<file path="config.mk">
export PLATFORM = sky130hd
export DESIGN_NAME = gf180mcu_fd_sc_mcu9t5v0__rxfilt_4
export DESIGN_NICKNAME = d
export VERILOG_FILES = /design/src/rtl/gf180mcu_fd_sc_mcu9t5v0__rxfilt_4.sv
export SDC_FILE = /design/constraint.sdc
export NUM_CORES = 1
export LEC_CHECK = 0
export BUFFER_PORTS_ARGS = -buffer_cell sky130_fd_sc_hd__buf_2
export CAP_MARGIN = 20
export CORE_AREA = 2 2 39 41
export CTS_BUF_LIST = sky130_fd_sc_hd__clkbuf_8
export DETAILED_ROUTE_END_ITERATION = 10
export DIE_AREA = 0 0 41 43
export PLACE_DENSITY_LB_ADDON = 0.3
export SYNTH_ARGS = -nofsm -noshare
export SYNTH_HDL_FRONTEND = slang
export SYNTH_SLANG_ARGS = --single-unit
</file>
<file path="constraint.sdc">
create_clock -name CLK -period 3.3 [get_ports CLK]
set_input_delay 0.495 -clock CLK [delete_from_list [all_inputs] [get_ports CLK]]
set_output_delay 0.495 -clock CLK [all_outputs]
set_load 0.03 [all_outputs]
</file>
<file path="src/rtl/gf180mcu_fd_sc_mcu9t5v0__rxfilt_4.sv">
// Receive-end conditioner: synchronizes an asynchronous buffered level into CLK,
// rejects runs shorter than FILT_CYCLES and emits one-cycle rise/fall strobes.
module gf180mcu_fd_sc_mcu9t5v0__rxfilt_4 #(
   parameter int   SYNC_STAGES = 2,
   parameter int   FILT_CYCLES = 4,
   parameter logic RST_VAL     = 1'b0
) (
`ifdef USE_POWER_PINS
   inout  wire  VDD,
   inout  wire  VSS,
`endif
   input  logic CLK,
   input  logic RST,
   input  logic I,
   output logic Z,
   output logic ZR,
   output logic ZF
);

   localparam int CW = $clog2(FILT_CYCLES + 1);
   localparam logic [CW-1:0] CNT_MAX = CW'(FILT_CYCLES - 1);

   if (SYNC_STAGES < 2) begin : g_bad_sync
      $error("rxfilt: SYNC_STAGES must be >= 2");
   end
   if (FILT_CYCLES < 1) begin : g_bad_filt
      $error("rxfilt: FILT_CYCLES must be >= 1");
   end

   logic [SYNC_STAGES-1:0] sync_q, sync_d;
   logic [CW-1:0]          cnt_q, cnt_d;
   logic                   z_q, z_d;
   logic                   zr_q, zr_d;
   logic                   zf_q, zf_d;
   logic                   sy;

   assign sync_d = {sync_q[SYNC_STAGES-2:0], I};
   assign sy     = sync_q[SYNC_STAGES-1];

   // A disagreement run must be contiguous; any matching sample restarts it.
   always_comb begin
      cnt_d = cnt_q;
      z_d   = z_q;
      zr_d  = 1'b0;
      zf_d  = 1'b0;
      if (sy == z_q) begin
         cnt_d = '0;
      end else if (cnt_q == CNT_MAX) begin
         z_d   = sy;
         cnt_d = '0;
         zr_d  = sy;
         zf_d  = ~sy;
      end else begin
         cnt_d = cnt_q + 1'b1;
      end
   end

   always_ff @(posedge CLK) begin
      if (RST) begin
         sync_q <= {SYNC_STAGES{RST_VAL}};
         cnt_q  <= '0;
         z_q    <= RST_VAL;
         zr_q   <= 1'b0;
         zf_q   <= 1'b0;
      end else begin
         sync_q <= sync_d;
         cnt_q  <= cnt_d;
         z_q    <= z_d;
         zr_q   <= zr_d;
         zf_q   <= zf_d;
      end
   end

   assign Z  = z_q;
   assign ZR = zr_q;
   assign ZF = zf_q;

endmodule
</file>
==> impl_metrics.csv <==
group,metric,value,unit
logic_synthesis,yosysUniqueCellTypes,10,
final_layout,nets,36,
clock_network,cts_max_path_buffers,2,
min_path,hp-class,"flip-flop to flip-flop",
clock_network,clock_sinks,8,
sta,setup_viol,0,
die,io_pins,6,
clock_network,hold_buffers,0,
die,coreArea,1384,sq um
sta,fin_tns_setup,0,ns
placed_design,dp_cells,42,
setup_path,cp_num_buf_inv,1,
job,cap_violations,0,
logic_synthesis,syn_area,276.5,sq um
clock_network,clkLatencyLatePin,0.22,ns
clock_network,cts.clk_slew.worst_paths,0.04,ns
route,via_count,192,
sta,fin_crit_sh,39.89,%
final_layout,antenna_cells,0,
logic_synthesis,avgSynthCellArea,13.17,sq um
route,wirelength,420,um
power,power_leakage,0.1469,nW
route,via_per_inst,4.267,
sta,fin_crit,1.316,ns
route,wire_per_inst,9.333,um
sta,max_freq,759.7,MHz
global_routing,grt_pass1_wl,800,um
placed_design,routabilityCongestion,0.6355,
sta,worst_hold_slack,0.4256,ns
setup_path,worstPathArrival,0.82,ns
power,power.density,604.2,nW/um^2
final_layout,layout-drive-gt1-share,37.93,%
die,die_w,41,um
final_layout,stdcell_area,362.8,sq um
clock_network,post-cts-setup-buffer-count,0,
die,dieArea,1763,sq um
logic_synthesis,ys_ff_latch,8,
global_routing,grt_pass1_vias,200,
logic_synthesis,synthCells,21,
setup_path,max_stage_delay,0.38,ns
global_routing,antenna_found_initial,0,
placed_design,portBuffers,5,
setup_path,endpoint_kind,"primary output",
setup_path,cp-start-kind,"flip-flop",
logic_synthesis,syn-num-nets,26,
final_layout,syn_to_final_growth,31.22,%
setup_path,cp_max_fo,5,
setup_path,crit_chain,"buf_2",
clock_network,cts_tree,"built",
logic_synthesis,ys_seq_area_share,57.92,%
clock_network,ctsRootBufferMaster,"clkbuf_8",
setup_path,crit_slowest_cell,"dfxtp_1",
power,ir_drop,0.1679,mV
route,drtAntennaViolNets,0,
setup_path,crit_family,"flip-flops",
global_routing,grt_max_degree,9,
placed_design,dpl-instance-area,321.6,sq um
setup_path,crit_type,"flip-flop to primary output",
logic_synthesis,yosys_warnings,0,
sta,slew_viol_final,0,
sta,fin_skew,0.001143,ns
sta,rsz0062_at_grt,"false",
die,die_h,43,um
setup_path,cp.required,2.80,ns
clock_network,numCtsBuffers,3,
sta,worst_slew_pin_slew,0.2987,ns
global_routing,grt_overflow,0,
route,drc,0,
route,dr.pass1.iters,1,
clock_network,ctsResizeCount,0,
route,drtIter0Drc,0,
final_layout,num-fill-cells,150,
clock_network,htreeDepth,1,
sta,final-hold-violation-count,0,
sta,max_slew_margin,79.94,%
die,start_util,19.98,%
global_routing,grtUsageTotal,7.545,%
status,run_status,"finished clean",
final_layout,instances_no_fill,45,
die,rows,14,
[path summary, 6_finish.rpt]
kind	from	to	slack [ns]	cells after the start
setup / recovery	Z	Z	1.98	1
setup reg to reg	cnt_q[0]	cnt_q[2]	2.15	3
hold / removal	cnt_q[0]	cnt_q[0]	0.43	1
hold reg to reg	cnt_q[0]	cnt_q[0]	0.43	1
[power breakdown]
part	switching (mW)	total, mW	leakage [nW]	internal [mW]
Sequential	0.000732	0.0994	0.0649	0.0987
Combinational	0.00235	0.00483	0.0603	0.00249
Clock	0.0362	0.115	0.0216	0.0788
Total	0.0393	0.219	0.147	0.180
[layout make-up]
type / instances / area (sq um) / share of cell area, %
inverters: 1 / 3.754 / 1.034
well taps: 16 / 20.02 / 5.517
flip-flops and latches: 8 / 160.2 / 44.14
multi-input cells: 12 / 112.6 / 31.03
repair buffers: 5 / 25.02 / 6.897
clock buffers: 3 / 41.29 / 11.38
[per-stage QoR]
step | setup WS, ns | utilization (%) | total power [mW]
4_1_cts | 1.968 | 26.22 | 0.2255
2_1_floorplan | 2.244 | - | 0.1031
3_5_place_dp | 2.131 | 23.24 | 0.1060
6_report | 1.984 | 26.22 | 0.2192
5_1_grt | 1.942 | 26.22 | 0.2300
3_3_place_gp | 2.197 | 23.24 | 0.1056
[per-layer routing]
layer	up-vias	part of all wire, %	track usage, %
li1	93	-	-
met1	92	39	6.472
met2	7	55	10.63
met3	0	5.5	4.712
met4	0	0	8.000
met5	-	0	0
[cells by family after synthesis]
| group | after synthesis | synth area share (%) |
|---|---|---|
| AND/OR/NAND/NOR | 8 | 24.88 |
| multiplexers | 1 | 3.620 |
| buffers and inverters | 1 | 1.356 |
| XOR/XNOR | 1 | 3.168 |
| adder cells (fa/ha/maj) | 2 | 9.048 |
| flip-flops | 8 | 57.92 |
[cell usage after synthesis, drive strengths merged]
cell | instances | area [sq um]
mux2i | 1 | 10.01
nor4b | 1 | 15.01
nor2 | 1 | 3.750
xnor2 | 1 | 8.760
nor2b | 2 | 12.51
inv | 1 | 3.750
nor4 | 2 | 12.51
dfxtp | 8 | 160.2
and4bb | 2 | 25.02
ha | 2 | 25.02
[flip-flops by register name (all words and copies together) (netlist names)]
name and cells:
sync_q 2, ZR 1, cnt_q 3, ZF 1, Z 1
[placed cells by master, fill, tap and decap left out]
cell,instances
and4bb_2,2
buf_2,5
clkbuf_8,3
dfxtp_1,8
ha_1,2
inv_1,1
mux2i_1,1
nor2_1,1
nor2b_1,2
nor4_1,2
nor4b_2,1
xnor2_1,1
Note: power is estimated with default switching activity, not from simulation.
